File: config.mk
export PLATFORM = sky130hd
export DESIGN_NAME = regfile
export DESIGN_NICKNAME = d
export VERILOG_FILES = /design/src/rtl/global_parameters.sv /design/src/rtl/regfile_pkg.sv /design/src/rtl/regfile_sync2.sv /design/src/rtl/regfile.sv
export SDC_FILE = /design/constraint.sdc
export NUM_CORES = 1
export LEC_CHECK = 0
export CORE_UTILIZATION = 40
export CTS_BUF_LIST = sky130_fd_sc_hd__clkbuf_16
export DETAILED_ROUTE_END_ITERATION = 10
export PLACE_DENSITY_LB_ADDON = 0.08
export RECOVER_POWER = 25
export SETUP_SLACK_MARGIN = 0.05
export SYNTH_ARGS = -nofsm -noshare
export SYNTH_HDL_FRONTEND = slang
export SYNTH_SLANG_ARGS = --single-unit
File: constraint.sdc
create_clock -name clk -period 1.5 [get_ports clk]
set_clock_uncertainty 0.1 [all_clocks]
set_input_delay 0.3 -clock clk [delete_from_list [all_inputs] [get_ports clk]]
set_output_delay 0.3 -clock clk [all_outputs]
set_load 0.02 [all_outputs]
File: src/rtl/global_parameters.sv
// global_parameters: shared bus/address widths and register-file port indices
`ifndef GLOBAL_PARAMETERS_SV
`define GLOBAL_PARAMETERS_SV
`define DATA_BUS_SIZE 8
`define REG_ADDR_SIZE 3
`define REG_IN_IDX 1
`define REG_OUT_IDX 2
`endif

File: src/rtl/regfile_pkg.sv
// regfile_pkg: register-file widths, special indices and write-permission helper
`ifndef DATA_BUS_SIZE
`define DATA_BUS_SIZE 8
`endif
`ifndef REG_ADDR_SIZE
`define REG_ADDR_SIZE 3
`endif
`ifndef REG_IN_IDX
`define REG_IN_IDX 1
`endif
`ifndef REG_OUT_IDX
`define REG_OUT_IDX 2
`endif
package regfile_pkg;
   localparam int DATA_W  = `DATA_BUS_SIZE;
   localparam int ADDR_W  = `REG_ADDR_SIZE;
   localparam int IN_IDX  = `REG_IN_IDX;
   localparam int OUT_IDX = `REG_OUT_IDX;
   // r0 is hardwired zero and the switch register is owned by the synchronizer
   function automatic logic writable(input int a, input int in_idx);
      return a != 0 && a != in_idx;
   endfunction
endpackage

File: src/rtl/regfile_sync2.sv
// sync2: parameterised-width two-flop synchronizer with sync active-high reset
module sync2 #(
   parameter int W = 8
) (
   input  logic         clk,
   input  logic         reset,
   input  logic [W-1:0] d,
   output logic [W-1:0] q
);
   logic [W-1:0] s1;
   // two back-to-back flops to settle metastability on asynchronous inputs
   always_ff @(posedge clk)
      if (reset) begin
         s1 <= '0;
         q  <= '0;
      end else begin
         s1 <= d;
         q  <= s1;
      end
endmodule

File: src/rtl/regfile.sv
// regfile: picoMIPS register file with Z/N flags, switch-input and LED-output registers
// Optional write-through bypass when REGFILE_BYPASS_EN is defined.
module regfile
   import regfile_pkg::*;
#(
   parameter int n       = DATA_W,
   parameter int m       = ADDR_W,
   parameter int IN_REG  = IN_IDX,
   parameter int OUT_REG = OUT_IDX
) (
   input  logic                clk,
   input  logic                reset,
   input  logic [m-1:0]        ra1,
   input  logic [m-1:0]        ra2,
   output logic signed [n-1:0] rd1,
   output logic signed [n-1:0] rd2,
   input  logic                w,
   input  logic [m-1:0]        wa,
   input  logic [n-1:0]        wd,
   input  logic                flag_we,
   output logic                z_flag,
   output logic                n_flag,
   input  logic [n-1:0]        sw_in,
   output logic [n-1:0]        leds_out
);
   logic [n-1:0] r [2**m];
   logic [n-1:0] sw_s;
   logic         wr_ok;

   assign wr_ok = w && writable(int'(wa), IN_REG);

   sync2 #(.W(n)) u_sync (
      .clk   (clk),
      .reset (reset),
      .d     (sw_in),
      .q     (sw_s)
   );

   // architectural registers; the switch register reloads from the synchronizer every cycle
   always_ff @(posedge clk)
      if (reset) begin
         for (int i = 0; i < 2**m; i++) r[i] <= '0;
      end else begin
         if (wr_ok) r[wa] <= wd;
         r[IN_REG] <= sw_s;
      end

   // LED mirror updates on the same edge as the OUT_REG write
   always_ff @(posedge clk)
      if (reset) leds_out <= '0;
      else if (wr_ok && int'(wa) == OUT_REG) leds_out <= wd;

   // status flags track wd whenever flag_we is set, regardless of the write address
   always_ff @(posedge clk)
      if (reset) begin
         z_flag <= 1'b0;
         n_flag <= 1'b0;
      end else if (flag_we) begin
         z_flag <= wd == '0;
         n_flag <= wd[n-1];
      end

`ifdef REGFILE_BYPASS_EN
   // combinational reads with same-cycle forwarding of the pending write
   always_comb begin
      rd1 = ra1 == '0 ? '0 : (wr_ok && wa == ra1) ? wd : r[ra1];
      rd2 = ra2 == '0 ? '0 : (wr_ok && wa == ra2) ? wd : r[ra2];
   end
`else
   // combinational reads of stored values; r0 always reads zero
   always_comb begin
      rd1 = ra1 == '0 ? '0 : r[ra1];
      rd2 = ra2 == '0 ? '0 : r[ra2];
   end
`endif
endmodule

After elaboration in Yosys (flattened, before gate mapping)
Memory sizes are Yosys's and may differ from the RTL's.
Cells that the tools add are included.

storage, ports and cells
  register bits after elaboration = 26
  memory bits (writable) = 64
  bits of input ports = 29
  output and inout port bits = 26
  logic and storage cells = 29
  memories kept = 1

memory list
  memory  words  bits a word  rd ports  clocked after Yosys merged registers in  write ports  line           RTL
  r       8      8            2         0                                        8            regfile.sv:26  logic [n-1:0] r [2**m];

operators by class
  eq/ne operators = 2
  muxes and demuxes = 12
  bitwise gates (word level) = 1
  reduce and logical (&&, ||, !) cells = 8

operators by type and width
  kind                                                                      number
  8-bit two-way mux                                                         4
  8-bit zero test                                                           1
  8-bit OR reduction                                                        1
  1-bit two-way mux                                                         7
  3-bit zero test                                                           2
  3-bit == test (second input constant)                                     1
  1-bit logical AND                                                         3
  3-bit two-way mux                                                         1
  3-bit by 2-bit inequality test with 1-bit output (second input constant)  1
  3-bit nonzero test                                                        1
  1-bit OR                                                                  1

Longest topological paths before layout
Gate-level depths: netlist (run 1).

  depth in word-level cells = 8
  gate-level depth with buffers = 6
  depth with buffers taken out = 3

By module
A second synthesis (run 1) with hierarchy kept.

unflattened totals
  cell total of the unflattened synthesis = 304
  area total of the unflattened synthesis = 3838.7 um^2

modules (own cells, without submodules)
  module   instances  cells each  area each (um^2)  sequential area each (um^2)
  regfile  1          271         3374.5            1801.7
  sync2    1          33          464.2             320.3

Worst setup path after synthesis (run 1)
No wires, ideal clock.

  path type = in2out
  from = input port ra1[0]
  to = output port rd1[6]
  data arrival time = 1.482 ns
  data required time = 1.100 ns
  path slack = -0.382 ns
  stages = 5
  buffers on the path = 3
  cells stage by stage = buf_4 buf_6 buf_6 mux2i_1 a221oi_1

between the ends
  longest elaborated chain between the ends = 2
  elaborated cells on any way between the ends = 3
  classes of those cells = 1 x mux; 1 x reduce/logical; 1 x memory

RTL lines
  what                                                             line           RTL
  start: declaration                                               regfile.sv:13  input logic [m-1:0] ra1,
  memory read 8 x 8 bit / 3-bit zero test (equally long branches)  n/a
  8-bit two-way mux *                                              regfile.sv:72  rd1 = ra1 == '0 ? '0 : r[ra1];
  end: declaration                                                 regfile.sv:15  output logic signed [n-1:0] rd1,

Mark *: on every way between the ends. The rest lies on a longest branch, timed or not.

==> results of run 1 <==
[layout by cell type, fill, tap and decap left out, types with 3 or more instances in the layout]
cell,n
a211oi_2,6
a21oi_1,5
a221oi_2,7
a221oi_4,14
a22o_1,8
a311oi_2,7
and2_0,5
and2_1,43
buf_12,7
buf_2,3
buf_4,65
buf_6,10
clkbuf_16,10
clkdlybuf4s50_1,17
dfxtp_1,34
dlygate4sd2_1,11
edfxtp_1,48
inv_1,3
mux2_2,4
mux2_4,11
mux2i_1,26
nand2b_1,3
nor2_1,5
nor2_4,3
nor2b_1,29
or2_4,4
[sequential cells by signal, indices dropped and copies added, names as in the netlist]
signal / count
r: 56
leds_out: 8
u_sync.q: 8
u_sync.s1: 8
n_flag: 1
z_flag: 1
[layer usage]
metal / share of wire [%] / vias to the layer above / track usage (%)
met5: 0 / - / 0
met3: 5.0 / 15 / 4.75
met4: 1.8 / 0 / 7.23
li1: - / 1372 / -
met2: 51 / 88 / 39.9
met1: 42 / 1391 / 26.8
[worst max path at each step]
stage,endpoint,slack [ns]
floorplan,rd1[0],-0.13
global placement,rd1[5],-1.26
detailed placement,rd1[5],-1.27
CTS,rd1[5],-0.55
global route,rd1[5],-0.57
finish,rd1[5],-0.50
[what timing repair did]
| item | CTS | global route |
|---|---|---|
| pin swaps | 18 | 11 |
| gates cloned | 2 | 0 |
| buffers inserted | 9 | 2 |
| resized for setup | 171 | 16 |
| setup endpoints to repair | 114 | 82 |
| hold endpoints to repair | 0 | 0 |
[worst max-delay path, cell delays in order (launching register included)]
cell      delay, ns
edfxtp_1       0.40
mux2_4         0.30
a221oi_4       0.23
buf_4          0.16
a221oi_2       0.03
buf_4          0.16
[stage by stage]
| stage | setup TNS (ns) | hold slack, ns | total power, mW | area [um2] | setup WS (ns) |
|---|---|---|---|---|---|
| after detailed placement | -59.07 | 0.320 | 3.48 | 5010 | -1.27 |
| after global routing | -9.44 | 0.348 | 5.86 | 5750 | -0.568 |
| after floorplan | -1.19 | 0.272 | 3.05 | 4000 | -0.130 |
| after global placement | -56.81 | 0.319 | 3.47 | 5010 | -1.26 |
| after CTS | -6.96 | 0.335 | 5.66 | 5660 | -0.551 |
| final | -6.97 | 0.332 | 5.66 | 5750 | -0.502 |
[power by group]
group	leakage (nW)	switching, mW	internal (mW)
logic	1.43	0.500	0.534
clock network	0.150	0.849	1.21
registers	0.739	0.0680	2.50
total	2.32	1.42	4.24
[final cells by class]
| class | count | share of cell area (%) |
|---|---|---|
| Sequential cell | 82 | 36.9 |
| Multi-Input combinational cell | 201 | 35.4 |
| Timing Repair Buffer | 126 | 20.2 |
| Clock buffer | 10 | 4.35 |
| Tap cell | 111 | 2.42 |
| Clock inverter | 6 | 0.566 |
| Inverter | 1 | 0.0653 |
[kinds of logic (layout without fill, tap and decap cells)]
kind of cell	Yosys count	after routing	synth area share (%)
AOI/OAI and AO/OA	51	51	11.1
buffers and inverters	20	143	3.06
muxes	42	42	11.7
and+or+nand+nor	108	108	17.8
DFF	82	82	56.4
==> impl_metrics.tcl, run 1 <==
set metrics [dict create \
    r2r_slack_ns 0.77 \
    io_pins 55 \
    synthArstFlopShare_pct 0 \
    cts_tree "yes" \
    wl_per_cell_um 18.9 \
    final.setup.worst_slack_ns -0.502 \
    grt-ovfl-total 0 \
    hold_buffers 0 \
    core_area_mm2 0.00920 \
    grt_use_total_pct 22.3 \
    required_ns 1.10 \
    synth_edf_count 48 \
    grt_max_degree 28 \
    worstHoldPathType "reg -> reg" \
    synthCells 303 \
    final_util_pct 62.5 \
    nNetsFinal 450 \
    yosysTopAreaCell "edfxtp_1" \
    drc_errors 0 \
    ir_drop_mv 0.571 \
    r2r-start "leds_out[1]" \
    antenna_found_initial 0 \
    crit_type "reg -> out" \
    worstSkewPairLatency_ns 0.33 \
    finalMaxSlewViolations 0 \
    relSlewSlack_pct 68.0 \
    drtAntennaViolNets 0 \
    leakage_nw 2.32 \
    end_kind "primary output" \
    holdPathStages 1 \
    startpoint "r[2][5]" \
    clk_pin_slew_ns 0.06 \
    cap_violations 0 \
    status "finished, violations left" \
    syn_to_final_growth_pct 52.6 \
    hold_violations 0 \
    first_global_vias 2981 \
    syn-num-nets 332 \
    synthTopCellsByArea "edfxtp_1, dfxtp_1, and2_1, mux2i_1, nor2b_1" \
    min_to "r[1][0]" \
    violations "setup timing" \
    die_width_um 99.0 \
    cp_max_fo 2 \
    die_area_mm2 0.00980 \
    report.final.setup_viol 30 \
    worst_pin_slew_ns 0.480 \
    vias_per_cell 5.34 \
    placed_cells 508 \
    diodes 0 \
    fillCellCount 760 \
    port_buffers 54 \
    grt_first_pass_wirelength_um 16000 \
    drtIter0Drc 103 \
    seq_area_frac_synth_pct 56.4 \
    via_count 2866 \
    initial_core_util_pct 40.9 \
    arrival_ns 1.60 \
    hpwlAfterDp_um 7280 \
    reg2reg_to "leds_out[1]" \
    post-route-min-period_ns 2.00 \
    reg2reg_depth 1 \
    synth_most_common_cell "and2_1" \
    row_count 35 \
    synth_top_area_share_pct 38.3 \
    fmax_ghz 0.500 \
    ys_ff_latch 82 \
    start_kind "flop" \
    syn_avg_cell_area_um2 12.4 \
    synth_cell_types 31 \
    die_h_um 99.0 \
    cellPowerDensity_mw_per_mm2 984 \
    fin_cells 537 \
    ys.flop_type "edfxtp_1" \
    cts_root_buffer "clkbuf_16" \
    grt_setup_unrepaired "yes" \
    regArea_mm2 0.00212 \
    cts_buffers 9 \
    cts_max_level 3 \
    finalCritPeriodShare_pct 133 \
    gp_congestion 0.805 \
    dr.pass1.iters 4 \
    final_layout_size_suffix_gt1_share_pct 41.3 \
    drt-total-wl_um 10200 \
    multi_input_comb_area_mm2 0.00204 \
    cts_num_sinks 82 \
    synthTopCellsByCount "and2_1, edfxtp_1, dfxtp_1, nor2b_1, mux2i_1" \
    synthesis.area_mm2 0.00376 \
    clock_path_buffers 2 \
    worstHoldStart "u_sync.q[0]" \
    yosys_warnings 0 \
]
No activity file was read; power rests on OpenSTA's default activity.
==> run 2, diff against run 1 <==
==> constraint.sdc (replaced) <==
create_clock -name clk -period 2 [get_ports clk]
set_clock_uncertainty 0.1 [all_clocks]
set_input_delay 0.4 -clock clk [delete_from_list [all_inputs] [get_ports clk]]
set_output_delay 0.4 -clock clk [all_outputs]
set_load 0.02 [all_outputs]
==> run 2 against run 1 <==
Against the previous run: the flow still finishes with violations (setup timing); highest routed layer unchanged; non-clock buffer count decreased by 6; worst setup slack improved by 0.37 ns; sequential cell count unchanged; count of clock-buffer cells in the layout fell by 1; worst hold slack improved by 0.00088 ns; critical path depth stayed put; global-route usage is 0.066 points higher; largest cell class unchanged; total power down 26%; cell area shrank 3.5%; routed wire length is 0.80% lower; first-iteration DRC count up 13%; via count decreased by 1.7%.
==> impl_metrics.tcl, run 2 (synthesis results as in run 1) <==
set metrics [dict create \
    required_ns 1.50 \
    holdWs_ns 0.333 \
    core_area_mm2 0.00920 \
    p_int_mw 3.09 \
    worstHoldPathType "reg -> reg" \
    finalMaxSlewViolations 0 \
    grt-ovfl-total 0 \
    cap_violations 0 \
    syn_to_final_growth_pct 47.2 \
    drtAntennaViolNets 0 \
    cts_tree "yes" \
    sw_frac_of_total_pct 26.1 \
    startpoint "r[2][6]" \
    worstSkewPairLatency_ns 0.33 \
    relSlewSlack_pct 71.0 \
    cts_num_sinks 82 \
    final_util_pct 60.3 \
    clk_pin_slew_ns 0.06 \
    p_total_mw 4.18 \
    mostFrequentLayoutCells "buf_4, and2_1, edfxtp_1" \
    power.switching_mw 1.09 \
    die_width_um 99.0 \
    fmax_ghz 0.469 \
    cts_max_level 3 \
    gp_congestion 0.811 \
    clock_path_buffers 2 \
    ir_drop_mv 0.412 \
    largest_register_ffs 56 \
    arrival_ns 1.63 \
    start_kind "flop" \
    grt_max_degree 25 \
    drc_errors 0 \
    violations "setup timing" \
    mostFrequentLayoutCell "buf_4" \
    r2r-start "leds_out[1]" \
    cts_root_buffer "clkbuf_16" \
    status "finished, violations left" \
    hold_buffers 0 \
    wl_per_cell_um 19.0 \
    diodes 0 \
    port_buffers 54 \
    finalCritPeriodShare_pct 107 \
    power_frac_comb_pct 17.3 \
    final_layout_size_suffix_gt1_share_pct 39.0 \
    cts_buffers 9 \
    leakage_nw 2.17 \
    clkPwrFrac_pct 36.8 \
    nNetsFinal 444 \
    antenna_found_initial 0 \
    seqPwrFrac_pct 45.9 \
    cellPowerDensity_mw_per_mm2 754 \
    drt-total-wl_um 10100 \
    grt_first_pass_wirelength_um 15900 \
    vias_per_cell 5.30 \
    die_h_um 99.0 \
    drtIter0Drc 116 \
    hpwlAfterDp_um 7100 \
    regArea_mm2 0.00212 \
    grt_setup_unrepaired "yes" \
    dr.pass1.iters 4 \
    via_count 2816 \
    hold_violations 0 \
    row_count 35 \
    grt_use_total_pct 22.4 \
    post-route-min-period_ns 2.13 \
    regMostFlops "r" \
    worstHoldStart "u_sync.q[5]" \
    initial_core_util_pct 40.9 \
    die_area_mm2 0.00980 \
    worst_pin_slew_ns 0.435 \
    report.final.setup_viol 33 \
    io_pins 55 \
    first_global_vias 2853 \
    cp_max_fo 2 \
    end_kind "primary output" \
    final.setup.worst_slack_ns -0.134 \
    multi_input_comb_area_mm2 0.00192 \
    fillCellCount 753 \
    dpl_cell_area_mm2 0.00489 \
    final_area_mm2 0.00554 \
    crit_type "reg -> out" \
]
[run 2: layer usage]
metal | routed length, um | vias to the layer above | global-route usage (%)
li1 | - | 1350 | -
met1 | 4420 | 1362 | 28.7
met2 | 4950 | 81 | 37.6
met3 | 474 | 23 | 4.68
met4 | 234 | 0 | 7.81
met5 | 0 | - | 0
[run 2: path summary, 6_finish.rpt]
kind	to	slack, ns	cells past startpoint
worst max register to register	leds_out[1]	1.27	1
worst max-delay path	rd1[6]	-0.13	5
worst min register to register	r[1][5]	0.33	1
worst min-delay path	r[1][5]	0.33	1
[run 2: final cells by class]
type	count	share of cell area (%)
inverters	1	0.0677
repair buffers	120	19.5
clock buffers	9	4.06
multi-input cells	201	34.7
well taps	111	2.51
clock inverters	7	0.926
flip-flops and latches	82	38.3
[run 2: metrics by stage]
stage	setup slack (ns)	TNS, ns	std cells
2_1_floorplan	-0.0752	-0.0752	303
3_3_place_gp	-1.06	-18.91	504
3_5_place_dp	-1.03	-20.75	504
4_1_cts	-0.159	-0.853	529
5_1_grt	-0.199	-4.48	531
6_report	-0.134	-1.39	531
[run 2: power groups by stage]
stage,combinational (mW),clock (mW),sequential [mW]
final,0.724,1.54,1.92
after global routing,0.768,1.64,1.93
after CTS,0.706,1.57,1.92
after detailed placement,0.627,0,1.95
after global placement,0.624,0,1.95
after floorplan,0.311,0,1.94
[run 2: worst max-delay path, cell delays in order, from the launching register on]
cell and delay (ns):
edfxtp_1 0.39, mux2_4 0.30, a221oi_4 0.27, buf_4 0.15
a221oi_2 0.03, buf_4 0.16
[run 2: repair_timing]
action / CTS / global route
endpoints found under the setup margin: 16 / 16
setup buffers: 8 / 2
resized for setup: 157 / 9
cloned: 1 / 0
pin swaps: 11 / 7
==> run 3, diff against run 2 <==
--- a/config.mk
+++ b/config.mk
@@ -6,7 +6,7 @@
 export NUM_CORES = 1
 export LEC_CHECK = 0
 export CORE_UTILIZATION = 40
-export CTS_BUF_LIST = sky130_fd_sc_hd__clkbuf_16
+export CTS_BUF_LIST = sky130_fd_sc_hd__clkbuf_2
 export DETAILED_ROUTE_END_ITERATION = 10
 export PLACE_DENSITY_LB_ADDON = 0.08
 export RECOVER_POWER = 25
==> constraint.sdc (replaced) <==
create_clock -name clk -period 2.5 [get_ports clk]
set_clock_uncertainty 0.1 [all_clocks]
set_input_delay 0.5 -clock clk [delete_from_list [all_inputs] [get_ports clk]]
set_output_delay 0.5 -clock clk [all_outputs]
set_load 0.02 [all_outputs]
==> run 3 against run 2 <==
Against the previous run: the flow now finishes without violations; core utilization shrank 4.9 points; critical path depth is the same; via count shrank 3.1%; count of clock-buffer cells in the layout grew 1; cell area shrank 8.1%; combinational power shrank 30%; cell count shrank 4.0%; sequential cell count is the same; global-route usage shrank 1.4 points; die area is the same; first-iteration DRC count is the same; total power shrank 32%; critical endpoint is now rd1[2].
==> impl_metrics.tcl, run 3 (synthesis results as in run 1) <==
set metrics [dict create \
    status "finished, final reports clean" \
    grt_use_total_pct 21.0 \
    grt_setup_unrepaired "yes" \
    drtIter0Drc 116 \
    placed_cells 477 \
    start_kind "flop" \
    wl_per_cell_um 19.0 \
    io_pins 55 \
    vias_per_cell 5.35 \
    arrival_ns 1.88 \
    die_width_um 99.0 \
    required_ns 1.90 \
    leakage_nw 1.96 \
    cts_num_sinks 82 \
    cellPowerDensity_mw_per_mm2 559 \
    r2r-start "leds_out[1]" \
    first_global_vias 2792 \
    worstHoldStart "u_sync.s1[0]" \
    via_count 2729 \
    hpwlAfterDp_um 6590 \
    report.final.setup_viol 0 \
    cts_root_buffer "clkbuf_2" \
    finalCritPeriodShare_pct 99.1 \
    drc_errors 0 \
    syn_to_final_growth_pct 35.3 \
    diodes 0 \
    drt-total-wl_um 9700 \
    worst_pin_slew_ns 1.10 \
    nNetsFinal 423 \
    final.setup.worst_slack_ns 0.0217 \
    worstHoldPathType "reg -> reg" \
    place_ws_ns -0.833 \
    grt_max_degree 29 \
    holdPathStages 1 \
    fmax_ghz 0.404 \
    row_count 35 \
    reg2reg_depth 1 \
    antenna_found_initial 0 \
    r2r_slack_ns 1.77 \
    cts_tree "yes" \
    hold_violations 0 \
    fin_cells 510 \
    hold_buffers 0 \
    clock_path_buffers 2 \
    ir_drop_mv 0.260 \
    regMostFlops "r" \
    finalMaxSlewViolations 0 \
    p_total_mw 2.85 \
    end_kind "primary output" \
    port_buffers 54 \
    dr.pass1.iters 4 \
    clk_pin_slew_ns 0.22 \
    die_area_mm2 0.00980 \
    reg2reg_to "leds_out[1]" \
    cts_max_level 3 \
    grt-ovfl-total 0 \
    mostFrequentLayoutCells "edfxtp_1, and2_1, buf_4" \
    holdWs_ns 0.351 \
    grt_first_pass_wirelength_um 15000 \
    initial_core_util_pct 40.9 \
    post-route-min-period_ns 2.48 \
    cp_max_fo 2 \
    min_to "u_sync.q[0]" \
    core_area_mm2 0.00920 \
    mostFrequentLayoutCell "edfxtp_1" \
    largest_register_ffs 56 \
    drtAntennaViolNets 0 \
    worstSkewPairLatency_ns 0.53 \
    final_layout_size_suffix_gt1_share_pct 31.6 \
    crit_type "reg -> out" \
    die_h_um 99.0 \
    cts_buffers 9 \
    relSlewSlack_pct 26.5 \
    cap_violations 0 \
    gp_congestion 0.879 \
]
[run 3: power breakdown]
part           internal (mW)  total [mW]  switching, mW  leakage (nW)
sequential              1.50        1.54         0.0379         0.739
clock                  0.339       0.802          0.463        0.0845
combinational          0.247       0.509          0.262          1.14
total                   2.08        2.85          0.763          1.96
[run 3: cell type report]
class,instances,area (um2)
Fill cell,791,4100
Sequential cell,82,2120
Multi-Input combinational cell,201,1810
Timing Repair Buffer,99,878
Tap cell,111,139
Clock inverter,6,87.6
Clock buffer,10,50.0
Inverter,1,3.75
[run 3: metrics by stage]
step / utilization [%] / instance area [um2] / setup TNS (ns)
2_1_floorplan: - / 3760 / 0
3_3_place_gp: 49.7 / 4570 / -11.20
3_5_place_dp: 49.7 / 4570 / -11.23
4_1_cts: 53.6 / 4930 / -0.0113
5_1_grt: 55.4 / 5090 / -0.247
6_report: 55.4 / 5090 / 0
[run 3: what timing repair did]
| action | 4_1_cts | 5_1_grt |
|---|---|---|
| endpoints found under the setup margin | 16 | 16 |
| setup buffers | 9 | 7 |
| pin swaps | 7 | 8 |
| resized for setup | 121 | 23 |
| gates cloned | 1 | 0 |
[run 3: worst max-delay path, stage by stage, from the launching register on]
cell	delay [ns]
edfxtp_1	0.45
mux2_2	0.30
a221oi_2	0.24
buf_4	0.16
a221oi_2	0.04
buf_4	0.17
[run 3: worst max-delay path by stage]
stage | from | endpoint | slack, ns
global route | r[2][2] | rd1[2] | -0.09
detailed placement | ra2[1] | rd2[0] | -0.83
global placement | ra2[1] | rd2[3] | -0.84
CTS | r[2][3] | rd1[3] | -0.01
floorplan | ra1[0] | rd1[6] | 0.22
finish | r[2][2] | rd1[2] | 0.02
[run 3: routing by layer]
layer / vias to the layer above / GRT usage [%] / part of all wire (%)
met3: 18 / 4.11 / 4.5
li1: 1314 / - / -
met5: - / 0 / 0
met2: 82 / 35.0 / 48
met1: 1315 / 26.7 / 45
met4: 0 / 9.07 / 2.5
